==> config.mk <==
export PLATFORM = sky130hd
export DESIGN_NAME = wptr_full_level
export DESIGN_NICKNAME = d
export VERILOG_FILES = /design/src/rtl/wptr_full_level.sv
export SDC_FILE = /design/constraint.sdc
export NUM_CORES = 1
export LEC_CHECK = 0
export CORE_UTILIZATION = 44
export DETAILED_ROUTE_END_ITERATION = 8
export PLACE_DENSITY = 0.82
export SLEW_MARGIN = 10
export SYNTH_ARGS = -nofsm -noshare
export SYNTH_HDL_FRONTEND = slang
export SYNTH_SLANG_ARGS = --single-unit
==> constraint.sdc <==
create_clock -name wclk -period 3.2 [get_ports wclk]
set_clock_uncertainty 0.15 [all_clocks]
set_input_delay 0.32 -clock wclk [delete_from_list [all_inputs] [get_ports wclk]]
set_output_delay 0.32 -clock wclk [all_outputs]
set_load 0.01 [all_outputs]
==> src/rtl/wptr_full_level.sv <==
// Write-domain pointer and status block for the asynchronous FIFO.
// Produces the RAM write address, the Gray write pointer that crosses to the
// read domain, and registered level / full / almost-full / overflow status
// derived from the synchronised read pointer.
module wptr_full_level #(
    parameter int ADDR_SIZE = 4
) (
    input  logic                 wclk,
    input  logic                 wrst_n,
    input  logic                 winc,
    input  logic [ADDR_SIZE:0]   wq2_rptr,
    input  logic [ADDR_SIZE:0]   waf_thresh,
    input  logic                 wovf_clr,
    output logic [ADDR_SIZE-1:0] waddr,
    output logic [ADDR_SIZE:0]   wptr,
    output logic                 wfull,
    output logic                 walmost_full,
    output logic [ADDR_SIZE:0]   wlevel,
    output logic                 woverflow
);

    localparam logic [ADDR_SIZE:0] DEPTH = (ADDR_SIZE+1)'(1) << ADDR_SIZE;

    logic [ADDR_SIZE:0] wbin_reg;
    logic [ADDR_SIZE:0] wbin_next;
    logic [ADDR_SIZE:0] wgray_next;
    logic [ADDR_SIZE:0] rbin_s;
    logic [ADDR_SIZE:0] level_next;
    logic               wpush;
    logic               full_next;
    logic               almost_full_next;

    // Gray-to-binary of the synchronised read pointer: each binary bit is the
    // XOR of all Gray bits at or above it (prefix XOR from the MSB down).
    generate
        for (genvar gi = 0; gi <= ADDR_SIZE; gi++) begin : g_gray2bin
            assign rbin_s[gi] = ^(wq2_rptr >> gi);
        end
    endgenerate

    // Next-pointer, level and flag evaluation; the push is gated by the
    // registered full flag so a write in the cycle full drops is still refused.
    always_comb begin
        wpush            = winc & ~wfull;
        wbin_next        = wbin_reg + {{ADDR_SIZE{1'b0}}, wpush};
        wgray_next       = wbin_next ^ (wbin_next >> 1);
        level_next       = wbin_next - rbin_s;
        // Level equal to DEPTH is exactly the Gray test "top two bits differ,
        // rest equal", since both pointers come from the same modular count.
        full_next        = (level_next == DEPTH);
        almost_full_next = (level_next >= waf_thresh);
    end

    // Pointer and status registers, all updated together on each write edge.
    always_ff @(posedge wclk or negedge wrst_n) begin
        if (!wrst_n) begin
            wbin_reg     <= '0;
            wptr         <= '0;
            wlevel       <= '0;
            wfull        <= 1'b0;
            walmost_full <= 1'b0;
        end else begin
            wbin_reg     <= wbin_next;
            wptr         <= wgray_next;
            wlevel       <= level_next;
            wfull        <= full_next;
            walmost_full <= almost_full_next;
        end
    end

    // Sticky overflow: a refused write sets it, and setting wins over clearing.
    always_ff @(posedge wclk or negedge wrst_n) begin
        if (!wrst_n) begin
            woverflow <= 1'b0;
        end else if (winc && wfull) begin
            woverflow <= 1'b1;
        end else if (wovf_clr) begin
            woverflow <= 1'b0;
        end
    end

    assign waddr = wbin_reg[ADDR_SIZE-1:0];

endmodule

## After elaboration in Yosys (flattened, before gate mapping)

Index checks and enable logic that the tools add are counted.

- $add $sub $neg: 2
- Magnitude comparators: 1
- Equality and inequality tests: 1
- Multiplexer cells: 2
- Bitwise gates (word level): 3
- Reduce and logical (&&, ||, !) cells: 7

Operators by type and width:

| kind | number |
|---|---|
| 5-bit parity | 5 |
| 5-bit by 1-bit adder with 5-bit output | 1 |
| 5-bit equality test, second input constant | 1 |
| 5-bit >= comparator | 1 |
| 5-bit subtractor | 1 |
| 5-bit by 4-bit bitwise XOR with 5-bit output | 1 |
| 1-bit two-way mux | 2 |
| 2-bit nonzero test | 1 |
| 1-bit bitwise AND | 1 |
| 1-bit logical AND | 1 |
| 1-bit inverter | 1 |

- Register bits: 18
- Bits of input ports: 14
- Output and inout bits: 17
- Logic and storage cells: 22

## Depth between registers and ports, before layout

Gate-level depths: netlist of run 1.

- Depth in word-level cells: 5
- Gate-level depth with buffers: 12
- Mapped depth without buffers: 12

## Least setup slack after synthesis of run 1

OpenSTA, ideal clock, no wires.

- Kind: in2reg
- Start: input wq2_rptr[4]
- End: register walmost_full
- Setup time: 0.118 ns
- Arrival time: 2.703 ns
- Data required time: 2.932 ns
- Slack: 0.229 ns
- Cell stages on the path: 12
- Buffers on the path: 0
- Cell sequence: xnor2_2 -> xor2_1 -> xor2_1 -> xnor2_1 -> ha_1 -> fa_1 -> inv_1 -> ha_1 -> a21o_1 -> a21o_1 -> a21o_1 -> a21o_1

- Word-level cells in the longest chain between the ends: 3
- Elaborated cells between the ends (all ways): 7
- Those cells by class: add/sub (1); order compare (1); reduce/logical (5)

RTL lines:

| element | line | text |
|---|---|---|
| start: declaration | 11 | `input logic [ADDR_SIZE:0] wq2_rptr,` |
| 5-bit parity | 37 | `assign rbin_s[gi] = ^(wq2_rptr >> gi);` |
| 5-bit subtractor (*) | 47 | `level_next = wbin_next - rbin_s;` |
| via level_next[1] | 28 | `logic [ADDR_SIZE:0] level_next;` |
| 5-bit >= comparator (*) | 51 | `almost_full_next = (level_next >= waf_thresh);` |
| via almost_full_next | 31 | `logic almost_full_next;` |
| end signal: assignment | 67 | `walmost_full <= almost_full_next;` |
| end: declaration | 17 | `output logic walmost_full,` |

Mark *: on every way through the listed nets, which the timed path passes. The rest lies on a longest branch.
A chain may end at the register's enable or synchronous reset.

## Worst setup path after layout of run 1

- Start: input wq2_rptr[2]
- End: register walmost_full

Same word-level chain as after synthesis.

==> metrics.cfg, run 1 <==
[run_status]
status = complete, no violations

[setup_path]
slowest_stage = clkdlybuf4s50_1
regToRegSetupSlack_ps = 300
cp.depth = 12
cp-endpoint = walmost_full
path_common_cell = a21o_1
critical_path.top_delay_family = adder cells
cp_data_arrival_time_ps = 3110
worstPathCellList = clkdlybuf4s50_1 > xor2_2 > xor2_2 > xnor2_1 > ha_2 > fa_1 > inv_1 > ha_1 > a21o_1 > a21o_1 > a21o_1 > a21o_1
rr_endpoint = walmost_full
crit_buf_inv = 2
reg2reg_from = wfull
critPathRequiredTime_ps = 3240
cp_max_fo = 2
start_kind = primary input
path_class = in -> reg
slowest_delay_ps = 530
setup.worst_path.start = wq2_rptr[2]
worstRegToRegCells = 9
endpoint_kind = flip-flop

[timing]
setup_slack_ps = 131
finalCritPeriodShare_pct = 95.9
setup-tns-final_ps = 0
rsz0062_at_grt = false
slew_headroom_pct = 48.5
period_needed_ps = 3070
setup_viol = 0
fmax_mhz = 326
final_max_slew_viol_count = 0
final-hold-violation-count = 0
tightestPinTransition_ps = 770

[placed_design]
post-place-ws_ps = -486
hpwl_um = 1400
io_buffers = 30
postPlaceCellArea_um2 = 1350
place_congestion = 0.730

[logic_synthesis]
ys_seq_elements = 17
syn_nets = 100
ys_types = 22
synth_warnings = 0
synth.yosys.seq_area_share_pct = 45.7
synth_area_um2 = 931
netlist_instances = 76
syn_area_per_cell_um2 = 12.2

[layout]
fin_util_pct = 71.7
layout_common_cells = clkdlybuf4s50_1 (28), dfrtp_1 (17), buf_4 (16)
post-route-cell-area_um2 = 1420
final_common_cell = clkdlybuf4s50_1
drive_above_1_share_pct = 20.0
syn2layout_area_growth_pct = 52.6
n_antenna_cell = 0
fin_nets = 150

[power]
p_clk_share_pct = 6.4
p_per_area_nw_per_um2 = 1260
p_leak_nw = 0.690
swShare_pct = 36.2
irDropWorstVdd_v = 0.000795
internal-power_mw = 1.14
switchingPower_mw = 0.648
p_comb_share_pct = 70.2
pwr-share-seq_pct = 23.3

[cts]
clk-insertion-delay-late_ps = 280
cts_buffers = 3
hold_buffers = 0
root_buffer = clkbuf_4
cts_buffer_depth = 2
cts.htree.levels = 1
cts.sinks = 17
clk_pin_slew_ps = 100
cts_tree = yes

[routing]
routed_wl_um = 1780
drtIter0Drc = 6
drtAntennaViolNets = 0
drtPass1Iterations = 4
routed_via_density = 4.64
drc = 0
wire_per_inst_um = 11.7
via_count = 706

[floorplan]
core_area_um2 = 1980
die_area_um2 = 2300
rows = 16
start_util_pct = 47.0
io_pins = 31
fp.dieW_um = 48.0
die_h_um = 48.0

[job]
drv_cap = 0

[grt]
grt_usage_pct = 18.0
grt.overflow.total = 0
antenna_found_initial = 0
grt_pass1_vias = 653
grt_max_degree = 18
grt_pass1_wl_um = 2760

[min_path]
hold_path.class = in -> async

per-layer routing:
layer | track usage, % | up-vias | wire, µm
met5 | 0 | - | 0
met4 | 5.00 | 0 | 19
met3 | 3.77 | 2 | 71
met2 | 31.6 | 21 | 913
met1 | 22.2 | 338 | 779
li1 | - | 345 | -
power by group through the flow:
stage | Clock [mW] | Combinational [mW] | Sequential, mW
floorplan | 0 | 0.622 | 0.465
global placement | 0 | 1.21 | 0.414
detailed placement | 0 | 1.25 | 0.419
CTS | 0.119 | 1.28 | 0.417
global route | 0.128 | 1.40 | 0.431
finish | 0.115 | 1.26 | 0.417
layout make-up:
class | count | area [µm²]
Fill cell | 143 | 562
Multi-Input combinational cell | 48 | 478
Sequential cell | 17 | 425
Timing Repair Buffer | 46 | 418
Inverter | 10 | 37.5
Tap cell | 27 | 33.8
Clock buffer | 3 | 22.5
Clock inverter | 1 | 5.00
worst reg2reg max path: stages (launching register included):
cell and delay (ps):
dfrtp_1 420, and4b_1 280, and2_1 180, xor2_1 230
ha_1 290, nor2b_1 140, a221o_1 330, xnor3_1 360
ha_1 280, a21o_1 150
worst min path at each step:
stage	startpoint	end	slack, ps
global placement	wbin_reg[4]	wptr[3]	350
global route	wrst_n	wlevel[2]	400
floorplan	wrst_n	walmost_full	-130
detailed placement	wbin_reg[4]	wptr[3]	360
finish	wrst_n	wptr[1]	330
CTS	wrst_n	wptr[2]	350
repair_timing:
| item | 4_1_cts | 5_1_grt |
|---|---|---|
| endpoints found under the setup margin | 2 | 1 |
| gates resized for setup | 4 | 1 |
| pin swaps | 5 | 1 |
| buffers inserted | 4 | 0 |
logic make-up after synthesis:
family | after synthesis | share of synthesized area (%)
xor+xnor | 18 | 20.7
flops | 17 | 45.7
simple gates | 12 | 8.20
buf+inv | 11 | 4.84
fa+ha+maj | 10 | 14.2
compound gates | 8 | 6.32
through the flow:
| stage | cells | total power, mW | hold slack [ps] |
|---|---|---|---|
| after floorplan | 76 | 1.09 | -126 |
| after global placement | 144 | 1.63 | 345 |
| after detailed placement | 144 | 1.67 | 358 |
| after CTS | 152 | 1.81 | 349 |
| after global routing | 152 | 1.96 | 400 |
| final | 152 | 1.79 | 327 |
synth_stat cells (all sizes together):
| cell | instances | share of area (%) |
|---|---|---|
| a221o | 1 | 1.1 |
| dfrtp | 17 | 46 |
| ha | 9 | 12 |
| buf | 1 | 0.81 |
| a21o | 4 | 3.2 |
| nand2 | 3 | 1.2 |
| xnor3 | 2 | 4.8 |
| nor2b | 3 | 2.0 |
| and2 | 1 | 0.67 |
| xnor2 | 10 | 10 |
| nor4b | 1 | 1.6 |
| nor2 | 1 | 0.40 |
| nand2b | 1 | 0.67 |
| a221oi | 1 | 0.94 |
| a21oi | 1 | 0.54 |
| fa | 1 | 2.2 |
| and4b | 1 | 1.1 |
| o21ai | 1 | 0.54 |
| xor2 | 6 | 5.6 |
| nand3 | 1 | 0.54 |
| inv | 10 | 4.0 |
(Power assumes the default switching activity.)
==> run 2, diff against run 1 <==
CAP_MARGIN = 0   (was unset)
SETUP_SLACK_MARGIN = 0.02   (was unset)
==> run 2 against run 1 <==
Net effect: routed wire length rose by 3.8%; die area did not move; combinational power about the same; global-route usage unchanged; design area rose by 0.70%.
==> metrics.cfg, run 2 (synthesis results as in run 1) <==
[run_status]
status = complete, no violations

[layout]
seqCellArea_um2 = 425  ; unchanged
fin_nets = 151  ; +0.67%
drive_above_1_share_pct = 20.6  ; +0.63 points
syn2layout_area_growth_pct = 53.6
layout_common_cells = clkdlybuf4s50_1 (27), buf_4 (17), dfrtp_1 (17)
fillCellCount = 140  ; -2.1%
post-route-cell-area_um2 = 1430  ; +0.70%
final_common_cell = clkdlybuf4s50_1
multi_input_area_um2 = 478  ; unchanged
n_antenna_cell = 0  ; unchanged

[setup_path]
path_common_cell = a21o_1
path_class = in -> reg
critical_path.top_delay_family = adder cells
endpoint_kind = flip-flop
start_kind = primary input
worstPathCellList = dlygate4sd2_1 > xnor2_2 > xor2_2 > xor2_2 > xnor2_1 > ha_2 > fa_1 > inv_1 > ha_1 > a21o_1 > a21o_1 > a21o_1 > a21o_1
regToRegSetupSlack_ps = 300  ; about the same
worstRegToRegCells = 9  ; unchanged
setup.worst_path.start = wq2_rptr[4]
reg2reg_from = wfull
slowest_stage = fa_1
cp-endpoint = walmost_full
crit_buf_inv = 2  ; unchanged
critPathRequiredTime_ps = 3240  ; about the same
slowest_delay_ps = 530  ; about the same
cp.depth = 13  ; +1
rr_endpoint = walmost_full
cp_data_arrival_time_ps = 3090  ; -20 ps
cp_max_fo = 2  ; unchanged

[cts]
clk-insertion-delay-late_ps = 290  ; about the same
clk_pin_slew_ps = 110  ; about the same
cts_tree = yes
hold_buffers = 0  ; unchanged
cts_buffer_depth = 2  ; unchanged
cts.sinks = 17  ; unchanged
root_buffer = clkbuf_4
cts_buffers = 3  ; unchanged
cts.htree.levels = 1  ; unchanged

[grt]
grt.overflow.total = 0  ; unchanged
grt_usage_pct = 18.0  ; unchanged
grt_pass1_vias = 653  ; unchanged
grt_max_degree = 18  ; unchanged
antenna_found_initial = 0  ; unchanged
grt_pass1_wl_um = 2760  ; unchanged

[routing]
routed_wl_um = 1850  ; +3.8%
wire_per_inst_um = 12.1  ; +3.1%
drtAntennaViolNets = 0  ; unchanged
via_count = 713  ; +0.99%
drtPass1Iterations = 4  ; unchanged
drtIter0Drc = 7  ; +1
routed_via_density = 4.66  ; +0.33%
drc = 0  ; unchanged

[floorplan]
start_util_pct = 47.0  ; unchanged
io_pins = 31  ; unchanged
fp.dieW_um = 48.0  ; unchanged
core_area_um2 = 1980  ; unchanged
rows = 16  ; unchanged
die_h_um = 48.0  ; unchanged
die_area_um2 = 2300  ; unchanged

[placed_design]
post-place-ws_ps = -486  ; unchanged
postPlaceCellArea_um2 = 1350  ; unchanged
hpwl_um = 1400  ; unchanged
place_congestion = 0.730  ; unchanged
io_buffers = 30  ; unchanged

[timing]
finalCritPeriodShare_pct = 95.2  ; -0.72 points
setup_slack_ps = 154  ; +23.1 ps
fmax_mhz = 328  ; +0.76%
slew_headroom_pct = 48.1  ; -0.38 points
final-hold-violation-count = 0  ; unchanged
period_needed_ps = 3050  ; -23.1 ps
tightestPinTransition_ps = 775  ; +5.72 ps
final_max_slew_viol_count = 0  ; unchanged
setup_viol = 0  ; unchanged
rsz0062_at_grt = false

[job]
drv_cap = 0  ; unchanged

[power]
irDropWorstVdd_v = 0.000848  ; +6.7%
p_per_area_nw_per_um2 = 1260  ; -0.31%
p_leak_nw = 0.704  ; +2.0%

[min_path]
hold_path.class = in -> async

[run 2: cell types whose count changed in the layout (fill, tap and decap cells not counted)]
cell	previous run	this run
buf_4	16	17
clkdlybuf4s50_1	28	27
dlymetal6s2s_1	0	1
[run 2: worst min-delay path by stage]
stage                start      endpoint  slack (ps)
6_report            wrst_n   wbin_reg[1]         330
5_1_grt             wrst_n     wlevel[2]         400
4_1_cts             wrst_n       wptr[2]         350
3_5_place_dp   wbin_reg[4]       wptr[3]         360
3_3_place_gp   wbin_reg[4]       wptr[3]         350
2_1_floorplan       wrst_n  walmost_full        -130
[run 2: timing repair]
| action | CTS | global route |
|---|---|---|
| hold endpoints to repair | 0 | 0 |
| setup buffers | 4 | 1 |
| pin swaps | 5 | 3 |
| gates resized for setup | 4 | 2 |
| gates cloned | 0 | 0 |
| endpoints found under the setup margin | 2 | 1 |
[run 2: per-layer routing]
layer	up-vias	part of all wire [%]	track usage, %	routed length [µm]
li1	347	-	-	-
met1	337	43	22.2	794
met2	27	51	31.6	949
met3	2	4.8	3.77	88
met4	0	1.0	5.00	19
met5	-	0	0	0
[run 2: cell type report]
cell class / count / area share (%)
multi-input cells: 48 / 33.4
repair buffers: 47 / 29.9
flip-flops and latches: 17 / 29.7
inverters: 10 / 2.62
well taps: 27 / 2.36
clock buffers: 3 / 1.57
clock inverters: 1 / 0.350
[run 2: through the flow]
step	utilization [%]	TNS (ps)	power (mW)	std cells	hold WS, ps
6_report	72.2	0	1.80	153	326
3_5_place_dp	68.0	-979	1.67	144	358
2_1_floorplan	-	0	1.09	76	-126
3_3_place_gp	68.0	-904	1.63	144	345
5_1_grt	72.2	0	1.96	153	400
4_1_cts	71.3	0	1.81	152	349
[run 2: report_power, final]
part | switching (mW) | internal, mW | total, mW
sequential | 0.0772 | 0.340 | 0.417
clock | 0.0704 | 0.0464 | 0.117
combinational | 0.506 | 0.756 | 1.26
